===== src/rtl/mem_arbiter_n_pkg.sv =====
// Shared types and default constants for the N-port memory arbiter.
package mem_arbiter_n_pkg;

  typedef enum logic {
    IDLE = 1'b0,
    BUSY = 1'b1
  } arb_state_t;

  localparam int DEF_NUM_PORTS  = 2;
  localparam int DEF_ADDR_WIDTH = 32;
  localparam int DEF_LINE_WIDTH = 256;

  // The index type is sized for the largest supported port count so that it
  // can be shared by every instance regardless of NUM_PORTS.
  localparam int MAX_NUM_PORTS = 8;
  localparam int PORT_IDX_W    = $clog2(MAX_NUM_PORTS);

  typedef logic [PORT_IDX_W-1:0] port_idx_t;

endpackage


===== src/rtl/mem_arbiter_n_picker.sv =====
// Combinational winner selection: first requesting index strictly after ptr,
// wrapping around. A ptr of NUM_PORTS-1 degenerates to lowest-index priority.
module arb_picker
  import mem_arbiter_n_pkg::*;
#(
  parameter int NUM_PORTS = DEF_NUM_PORTS
) (
  input  logic [NUM_PORTS-1:0] req,
  input  port_idx_t            ptr,
  output logic [NUM_PORTS-1:0] grant,
  output port_idx_t            idx,
  output logic                 any
);

  logic      hi_any;
  port_idx_t hi_idx;
  port_idx_t lo_idx;

  // Descending scan leaves the lowest match in each half.
  always_comb begin
    hi_any = 1'b0;
    hi_idx = '0;
    lo_idx = '0;
    for (int k = NUM_PORTS - 1; k >= 0; k--) begin
      if (req[k]) begin
        lo_idx = port_idx_t'(k);
        if (k > int'(ptr)) begin
          hi_any = 1'b1;
          hi_idx = port_idx_t'(k);
        end
      end
    end
  end

  assign any = |req;
  assign idx = hi_any ? hi_idx : lo_idx;

  for (genvar gi = 0; gi < NUM_PORTS; gi++) begin : g_grant
    assign grant[gi] = any && (idx == port_idx_t'(gi));
  end

endmodule


===== src/rtl/mem_arbiter_n.sv =====
// N-port cache-to-memory arbiter with a latched single outstanding request.
// Define MEM_ARB_RR_EN for round-robin selection; otherwise fixed priority.
module mem_arbiter_n
  import mem_arbiter_n_pkg::*;
#(
  parameter int NUM_PORTS  = DEF_NUM_PORTS,
  parameter int ADDR_WIDTH = DEF_ADDR_WIDTH,
  parameter int LINE_WIDTH = DEF_LINE_WIDTH
) (
  input  logic                                 clk,
  input  logic                                 rst,
  input  logic [NUM_PORTS-1:0][ADDR_WIDTH-1:0] port_addr,
  input  logic [NUM_PORTS-1:0][LINE_WIDTH-1:0] port_wdata,
  input  logic [NUM_PORTS-1:0]                 port_read,
  input  logic [NUM_PORTS-1:0]                 port_write,
  output logic [NUM_PORTS-1:0][LINE_WIDTH-1:0] port_rdata,
  output logic [NUM_PORTS-1:0]                 port_resp,
  output logic [ADDR_WIDTH-1:0]                pmem_addr,
  output logic [LINE_WIDTH-1:0]                pmem_wdata,
  output logic                                 pmem_read,
  output logic                                 pmem_write,
  input  logic [LINE_WIDTH-1:0]                pmem_rdata,
  input  logic                                 pmem_resp
);

  localparam port_idx_t LAST_PORT = port_idx_t'(NUM_PORTS - 1);

  arb_state_t            state_reg, state_next;
  port_idx_t             win_idx_reg, win_idx_next;
  logic [ADDR_WIDTH-1:0] addr_reg, addr_next;
  logic [LINE_WIDTH-1:0] wdata_reg, wdata_next;
  logic                  read_reg, read_next;
  logic                  write_reg, write_next;
  port_idx_t             ptr;

  logic [NUM_PORTS-1:0]  req;
  logic [NUM_PORTS-1:0]  grant;
  port_idx_t             pick_idx;
  logic                  pick_any;

  logic [ADDR_WIDTH-1:0] sel_addr;
  logic [LINE_WIDTH-1:0] sel_wdata;
  logic                  sel_read;
  logic                  sel_write;

`ifdef MEM_ARB_RR_EN
  port_idx_t ptr_reg, ptr_next;
  assign ptr = ptr_reg;
`else
  assign ptr = LAST_PORT;
`endif

  assign req = port_read | port_write;

  arb_picker #(.NUM_PORTS(NUM_PORTS)) u_picker (
    .req   (req),
    .ptr   (ptr),
    .grant (grant),
    .idx   (pick_idx),
    .any   (pick_any)
  );

  always_comb begin
    sel_addr  = '0;
    sel_wdata = '0;
    sel_read  = 1'b0;
    sel_write = 1'b0;
    for (int k = 0; k < NUM_PORTS; k++) begin
      if (grant[k]) begin
        sel_addr  = port_addr[k];
        sel_wdata = port_wdata[k];
        sel_read  = port_read[k];
        sel_write = port_write[k];
      end
    end
  end

  always_comb begin
    state_next   = state_reg;
    win_idx_next = win_idx_reg;
    addr_next    = addr_reg;
    wdata_next   = wdata_reg;
    read_next    = read_reg;
    write_next   = write_reg;
`ifdef MEM_ARB_RR_EN
    ptr_next     = ptr_reg;
`endif
    case (state_reg)
      IDLE: begin
        if (pick_any) begin
          state_next   = BUSY;
          win_idx_next = pick_idx;
          addr_next    = sel_addr;
          wdata_next   = sel_wdata;
          // A simultaneous read+write is treated as a write.
          read_next    = sel_read && !sel_write;
          write_next   = sel_write;
`ifdef MEM_ARB_RR_EN
          ptr_next     = pick_idx;
`endif
        end
      end
      BUSY: begin
        if (pmem_resp) state_next = IDLE;
      end
      default: state_next = IDLE;
    endcase
  end

  always_ff @(posedge clk) begin
    if (rst) begin
      state_reg   <= IDLE;
      win_idx_reg <= '0;
      addr_reg    <= '0;
      wdata_reg   <= '0;
      read_reg    <= 1'b0;
      write_reg   <= 1'b0;
`ifdef MEM_ARB_RR_EN
      ptr_reg     <= LAST_PORT;
`endif
    end else begin
      state_reg   <= state_next;
      win_idx_reg <= win_idx_next;
      addr_reg    <= addr_next;
      wdata_reg   <= wdata_next;
      read_reg    <= read_next;
      write_reg   <= write_next;
`ifdef MEM_ARB_RR_EN
      ptr_reg     <= ptr_next;
`endif
    end
  end

  // Downstream sees only latched values, and nothing at all while IDLE.
  logic busy, resp_cycle;
  assign busy       = (state_reg == BUSY);
  assign resp_cycle = busy && pmem_resp;
  assign pmem_addr  = busy ? addr_reg : '0;
  assign pmem_wdata = busy ? wdata_reg : '0;
  assign pmem_read  = busy && read_reg;
  assign pmem_write = busy && write_reg;

  for (genvar gi = 0; gi < NUM_PORTS; gi++) begin : g_port_out
    assign port_resp[gi]  = resp_cycle && (win_idx_reg == port_idx_t'(gi));
    assign port_rdata[gi] = port_resp[gi] ? pmem_rdata : '0;
  end

endmodule


===== config.mk =====
export PLATFORM = sky130hd
export DESIGN_NAME = mem_arbiter_n
export DESIGN_NICKNAME = d
export VERILOG_FILES = /design/src/rtl/mem_arbiter_n_pkg.sv /design/src/rtl/mem_arbiter_n_picker.sv /design/src/rtl/mem_arbiter_n.sv
export SDC_FILE = /design/constraint.sdc
export NUM_CORES = 1
export LEC_CHECK = 0
export ABC_CLOCK_PERIOD_IN_PS = 4250
export CAP_MARGIN = 20
export CORE_AREA = 2 2 649 651
export DETAILED_ROUTE_END_ITERATION = 10
export DIE_AREA = 0 0 651 653
export GPL_ROUTABILITY_DRIVEN = 0
export PLACE_DENSITY = 0.31
export SETUP_SLACK_MARGIN = 0.15
export SLEW_MARGIN = 20
export SYNTH_ARGS = -nofsm -noshare
export SYNTH_HDL_FRONTEND = slang
export SYNTH_SLANG_ARGS = --single-unit

===== constraint.sdc =====
create_clock -name clk -period 4.25 [get_ports clk]
set_input_delay 0.6375 -clock clk [delete_from_list [all_inputs] [get_ports clk]]
set_output_delay 0.6375 -clock clk [all_outputs]
set_load 0.01 [all_outputs]

== After elaboration in Yosys (flattened, before gate mapping) ==
Index checks and enable logic that the tools add are counted.
W data, S select, Z words.

* Muxes and demuxes: 17
* Reduce and logical (&&, ||, !) cells: 13
* Bitwise logic cells: 2
* Eq/ne operators: 2

{| class="wikitable"
|+ Operators by type and width
! cell !! number
|-
| $mux W256 || 5
|-
| $mux W32 || 3
|-
| $logic_and A1 B1 Y1 || 8
|-
| $mux W1 || 8
|-
| $logic_not A3 Y1 || 2
|-
| $eq A3 B1 Y1 const B || 1
|-
| $or A2 B2 Y2 || 1
|-
| $pmux W1 S2 || 1
|-
| $reduce_and A2 Y1 || 1
|-
| $reduce_or A2 Y1 || 1
|-
| $eq A1 B1 Y1 const B || 1
|-
| $logic_not A1 Y1 || 1
|-
| $not A1 Y1 || 1
|}

* Output and inout port bits: 804
* Input port bits: 839
* Register bits: 294

== Logic depth before layout (Yosys ltp) ==
Gate-level depths: netlist (run 1).

* Depth after elaboration: 9
* Gate-level depth with buffers: 7
* Mapped depth without buffers: 3

== Modules after synthesis ==
From an unflattened synthesis (run 1), not the netlist that was laid out.

* Cell total of the unflattened synthesis: 2,246
* Area, all modules: 17,271.6 sq um

{| class="wikitable"
|+ Modules (own cells, without submodules)
! module !! cells each !! area each (sq um) !! seq. area each (sq um) !! times used
|-
| mem_arbiter_n || 2,237 || 17,214.0 || 5,885.6 || 1
|-
| arb_picker || 9 || 57.6 || 0.0 || 1
|}

== Worst setup path after synthesis (run 1) ==
No wires, ideal clock.

* Path type: input port to output port
* Start point: input pmem_resp
* End point: output port_rdata[472] (netlist bit)
* Stages on the path: 5
* Setup slack: 2,121 ps
* Buffers on the path: 3
* Data required time: 3,612 ps
* Arrival time: 1,492 ps
* Cells stage by stage: and3_1 clkbuf_1 clkbuf_1 clkbuf_2 and2_1

{| class="wikitable"
|+ RTL lines
! element !! RTL line !! text
|-
| from (decl) || mem_arbiter_n.sv:23 || <nowiki>input logic pmem_resp</nowiki>
|-
| to (decl) || mem_arbiter_n.sv:16 || <nowiki>output logic [NUM_PORTS-1:0][LINE_WIDTH-1:0] port_rdata,</nowiki>
|}

== Final worst setup path (run 1) ==
* Start point: register state_reg, in the netlist busy
* End point: output pmem_wdata[212]

* Word-level cells in the longest chain between the ends: 1

{| class="wikitable"
|+ RTL lines
! element !! RTL line !! text
|-
| from (decl) || mem_arbiter_n.sv:28 || <nowiki>arb_state_t state_reg, state_next;</nowiki>
|-
| from (signal assigned) || mem_arbiter_n.sv:122 || <nowiki>state_reg <= state_next;</nowiki>
|-
| $mux W256 || mem_arbiter_n.sv:139 || <nowiki>assign pmem_wdata = busy ? wdata_reg : '0;</nowiki>
|-
| to (decl) || mem_arbiter_n.sv:19 || <nowiki>output logic [LINE_WIDTH-1:0] pmem_wdata,</nowiki>
|}

No other way between the ends.

==> impl_metrics.tcl, run 1 <==
set metrics [dict create \
    numPortBuffers 1642 \
    worst_ep_required_time_ns 3.61 \
    report.final.slew_viol_count 0 \
    cts_tree "done" \
    hold_violations 0 \
    tns_ns 0 \
    path_max_fanout 161 \
    core_mm2 0.4184 \
    final_common_cell "clkdlybuf4s50_1" \
    final_cell_mix "clkdlybuf4s50_1, and2_1, dfxtp_1" \
    post-route-period-util_pct 87.88 \
    io_pins 1643 \
    syn_inst 2263 \
    cp-start-kind "flop" \
    synth_nets 3102 \
    grt_pass1_wl_mm 346.1 \
    yosysSeqAreaShare_pct 32.72 \
    status "finished, final reports clean" \
    worst_path_most_repeated_cell "buf_12" \
    syn2layout_area_growth_pct 141.5 \
    endpoint_kind "output pin" \
    drcViolationCount 0 \
    routed_wl_mm 291.1 \
    max_stage_delay_ns 0.63 \
    critPathKind "flop to output pin" \
    numCtsBuffers 44 \
    initial_core_util_pct 4.270 \
    die_y_um 653 \
    highest_layer "met5" \
    hold_buffers 0 \
    drt-met1-wl_mm 106.5 \
    synth-seq-cells 292 \
    grt_max_degree 162 \
    dp_hpwl_mm 260.8 \
    slowest_stage "clkdlybuf4s50_1" \
    design_area_mm2 0.04315 \
    globalRoute.totalOverflow 0 \
    cts.sinks 292 \
    skew_ns 0.08052 \
    fill_cells 48470 \
    largest_reg_flops 256 \
    clockBufferDepth 3 \
    root_buffer "clkbuf_16" \
    rsz0062_at_grt "false" \
    clk_latency_ns 0.71 \
    drt.antenna.violating_nets 0 \
    power.density_mw_per_mm2 240.9 \
    crit_chain "buf_12 > buf_12 > buf_4 > and2_1 > clkdlybuf4s50_1" \
    place_area_mm2 0.04143 \
    rows 238 \
    synthDistinctLibCells 29 \
    synth_area_mm2 0.01787 \
    max_cap_violations 0 \
    fmax_mhz 267.8 \
    hp-class "flop to flop" \
    layout-drive-gt1-share_pct 7.737 \
    drtIter0Drc 1852 \
    finalNetCount 4596 \
    dr_wl_met2_mm 143.8 \
    tightest_slew_ns 1.215 \
    relSlewSlack_pct 18.99 \
    die_x_um 651 \
    first_global_vias 24930 \
    synth_warnings 0 \
    wl_met3_mm 30.60 \
    die-area_mm2 0.4251 \
    viasPerCell 2.773 \
    first_pass_iters 5 \
    antenna_found_initial 228 \
    layout_min_cycle_time_ns 3.735 \
    p_leak_nw 13.57 \
    peakVddDrop_mv 0.2971 \
    setup_viol 0 \
    post-cts-setup-buffers 0 \
    grt_use_total_pct 13.04 \
    synth.avg_cell_area_um2 7.895 \
    vias 26020 \
    cts_resized 0 \
    htree_levels 2 \
    path_clk_slew_ns 0.06 \
    worstPathArrival_ns 3.10 \
    wl_per_cell_um 31.02 \
]
==> cell usage after synthesis, drive strengths merged <==
cell type / number / share of area, %
inv: 1 / 0.021
a21oi: 270 / 7.6
nand2: 1 / 0.021
dfxtp: 292 / 33
o21bai: 19 / 0.80
clkbuf: 205 / 4.3
o21ai: 271 / 7.6
nor2b: 1 / 0.035
buf: 79 / 2.8
o21ba: 2 / 0.11
a32oi: 269 / 13
and3: 2 / 0.070
nor3: 1 / 0.028
nor4: 1 / 0.12
o31a: 19 / 0.93
o221a: 19 / 1.2
and2: 802 / 28
o211a: 1 / 0.056
nor2: 6 / 0.25
nand2b: 1 / 0.035
or2: 1 / 0.035
==> path summary, 6_finish.rpt <==
| path | from | endpoint | slack (ns) | cells past startpoint |
|---|---|---|---|---|
| min | wdata_reg[77] | wdata_reg[77] | 0.47 | 2 |
| max reg2reg | busy | wdata_reg[252] | 1.29 | 7 |
| min reg2reg | wdata_reg[77] | wdata_reg[77] | 0.47 | 2 |
| max | busy | pmem_wdata[212] | 0.52 | 5 |
==> power breakdown <==
| group | leakage [nW] | internal [mW] | switching, mW |
|---|---|---|---|
| sequential | 2.41 | 2.95 | 0.0955 |
| combinational | 10.4 | 1.54 | 1.76 |
| clock | 0.743 | 2.40 | 1.65 |
==> through the flow <==
stage	hold slack (ns)	instances	setup slack (ns)	total power [mW]	util, %
after floorplan	0.4455	2263	2.121	4.047	-
after global placement	0.4550	9231	0.5347	6.470	9.903
after detailed placement	0.4620	9231	0.5208	6.479	9.903
after CTS	0.4690	9307	0.3423	10.70	10.27
after global routing	0.4831	9342	0.2716	10.87	10.29
final	0.4674	9384	0.5152	10.40	10.31
==> cell families after synthesis <==
family	count (synthesis)	synth area share, %
compound gates	870	31.44
buf+inv	285	7.171
flops	292	32.72
simple gates	816	28.67
==> worst max-delay path, delay by kind of cell (launching register included) <==
kind	cells	cell delay (ns)
AND/OR/NAND/NOR	1	0.23
buffers and inverters	4	1.71
flip-flops	1	0.39
==> final cells by class <==
| class | instances | area [µm²] | share of cell area (%) |
|---|---|---|---|
| timing repair buffer | 1732 | 17910 | 41.51 |
| multi-input combinational | 1686 | 10760 | 24.94 |
| tap | 5520 | 6907 | 16.01 |
| sequential | 292 | 5849 | 13.56 |
| clock buffer | 62 | 1280 | 2.967 |
| clock inverter | 14 | 241.5 | 0.5597 |
| antenna | 77 | 192.7 | 0.4466 |
| inverter | 1 | 3.754 | 0.008699 |
==> layer usage <==
layer / up-vias / global-route usage (%)
met2: 1577 / 22.93
met1: 12770 / 14.04
met5: - / 0
met3: 400 / 5.754
li1: 11180 / -
met4: 90 / 3.770
(Power assumes the default switching activity.)
==> run 2: changes to the inputs <==
--- a/config.mk
+++ b/config.mk
@@ -5,9 +5,10 @@
 export SDC_FILE = /design/constraint.sdc
 export NUM_CORES = 1
 export LEC_CHECK = 0
-export ABC_CLOCK_PERIOD_IN_PS = 4250
+export ABC_CLOCK_PERIOD_IN_PS = 3900
 export CAP_MARGIN = 20
 export CORE_AREA = 2 2 649 651
+export CTS_CLUSTER_SIZE = 28
 export DETAILED_ROUTE_END_ITERATION = 10
 export DIE_AREA = 0 0 651 653
 export GPL_ROUTABILITY_DRIVEN = 0
==> constraint.sdc (replaced) <==
create_clock -name clk -period 3.9 [get_ports clk]
set_input_delay 0.585 -clock clk [delete_from_list [all_inputs] [get_ports clk]]
set_output_delay 0.585 -clock clk [all_outputs]
set_load 0.01 [all_outputs]
==> run 2 against run 1 <==
  * Global-route usage shrank 0.12 points
  * Die area is the same
  * Critical path depth shrank 1
  * Clock skew shrank 0.027 ns
  * Worst setup slack lost 0.20 ns
  * Combinational power grew 9.4%
  * Clock power grew 1%
  * Cell count grew 0.13%
  * Largest power group unchanged
  * Flip-flop and latch count is the same
==> impl_metrics.tcl, run 2 (synthesis gave the netlist of run 1 again) <==
set metrics [dict create \
    hp-class "input port to flop" \
    grt_max_degree 176 \
    tns_ns 0 \
    skew_ns 0.05353 \
    path_max_fanout 175 \
    r2r_slack_ns 1.08 \
    drt.antenna.violating_nets 0 \
    max_cap_violations 0 \
    final_cell_mix "clkdlybuf4s50_1, and2_1, dfxtp_1" \
    final_common_cell "clkdlybuf4s50_1" \
    hold_violations 0 \
    syn2layout_area_growth_pct 143.8 \
    grt_pass1_wl_mm 343.2 \
    finalNetCount 4619 \
    rows 238 \
    core_mm2 0.4184 \
    relSlewSlack_pct 34.37 \
    max_stage_delay_ns 0.71 \
    globalRoute.totalOverflow 0 \
    drtIter0Drc 1697 \
    dp_hpwl_mm 259.1 \
    wl_per_cell_um 30.68 \
    first_global_vias 25060 \
    numPortBuffers 1642 \
    grt_use_total_pct 12.93 \
    antenna_found_initial 233 \
    status "finished, final reports clean" \
    tightest_slew_ns 0.9814 \
    cts_resized 0 \
    worst_path_most_repeated_cell "buf_12" \
    crit_chain "buf_12 > buf_12 > and2_1 > clkdlybuf4s50_1" \
    largest_reg_flops 256 \
    final_core_util_pct 10.41 \
    clockBufferDepth 3 \
    die_y_um 653 \
    first_pass_iters 5 \
    fin_ws_ns 0.3184 \
    clk_latency_ns 0.69 \
    post-cts-setup-buffers 2 \
    fmax_mhz 279.2 \
    rsz0062_at_grt "false" \
    peakVddDrop_mv 0.2956 \
    layout-drive-gt1-share_pct 9.625 \
    initial_core_util_pct 4.270 \
    routed_wl_mm 288.3 \
    cp-start-kind "flop" \
    reg2reg_from "busy" \
    final_cells 9396 \
    critPathTopFamily "buffers and inverters" \
    die-area_mm2 0.4251 \
    htree_levels 2 \
    worstHoldStart "rst" \
    layout_min_cycle_time_ns 3.582 \
    drcViolationCount 0 \
    place_ws_ns 0.4497 \
    whs_ns 0.3462 \
    cts.sinks 292 \
    hold_buffers 0 \
    slowest_stage "clkdlybuf4s50_1" \
    root_buffer "clkbuf_16" \
    p_leak_nw 13.82 \
    place_inst 9253 \
    power.density_mw_per_mm2 253.5 \
    post-route-period-util_pct 91.84 \
    report.final.slew_viol_count 0 \
    viasPerCell 2.759 \
    endpoint_kind "output pin" \
    numCtsBuffers 43 \
    path_buf_inv 3 \
    crit_start "busy" \
    critPathKind "flop to output pin" \
    path_clk_slew_ns 0.06 \
    setup_viol 0 \
    worst_ep_required_time_ns 3.31 \
    io_pins 1643 \
    worstPathArrival_ns 3.00 \
    vias 25930 \
    cts_tree "done" \
    die_x_um 651 \
]
-- run 2: per-layer routing --
| layer | global-route usage (%) | share of wire, % | up-vias |
|---|---|---|---|
| li1 | - | - | 11220 |
| met5 | 0 | 0.22 | - |
| met1 | 13.92 | 36 | 12680 |
| met4 | 3.321 | 3.1 | 90 |
| met3 | 5.714 | 11 | 412 |
| met2 | 22.90 | 50 | 1528 |
-- run 2: power by group --
group | switching, mW | internal (mW)
registers | 0.107 | 3.22
clock network | 1.77 | 2.34
logic | 1.91 | 1.71
-- run 2: final timing paths --
kind,endpoint,depth (start not counted)
worst max register to register,wdata_reg[146],8
worst min register to register,wdata_reg[101],2
worst min-delay path,wdata_reg[66],2
worst max-delay path,pmem_wdata[215],4
-- run 2: per-stage QoR --
stage / area, µm² / total power, mW
final: 43560 / 11.05
after detailed placement: 41980 / 7.093
after floorplan: 17870 / 4.410
after global routing: 43460 / 11.56
after CTS: 43410 / 11.36
after global placement: 41980 / 7.078
-- run 2: worst reg2reg max path: stages, from the launching register on --
cell and delay, ns:
dfxtp_4 0.37, buf_12 0.15, buf_12 0.28, buf_12 0.33, o21ba_4 0.29, buf_12 0.19
buf_12 0.34, a32oi_1 0.60, a21oi_1 0.14
-- run 2: area by class of cell --
type                            count  area [µm²]
Antenna cell                       63       157.7
Clock buffer                       57        1179
Multi-Input combinational cell   1686       10760
Sequential cell                   292        5849
Clock inverter                     21       224.0
Timing Repair Buffer             1756       18480
Fill cell                       48320      374800
Tap cell                         5520        6907
Inverter                            1       3.754
==> run 3: changes to the inputs <==
--- a/config.mk
+++ b/config.mk
@@ -14,7 +14,6 @@
 export GPL_ROUTABILITY_DRIVEN = 0
 export PLACE_DENSITY = 0.31
 export SETUP_SLACK_MARGIN = 0.15
-export SLEW_MARGIN = 20
 export SYNTH_ARGS = -nofsm -noshare
 export SYNTH_HDL_FRONTEND = slang
 export SYNTH_SLANG_ARGS = --single-unit
==> results of run 3 <==
Same layout as run 2: the final DEF is identical, and so are final timing and power.
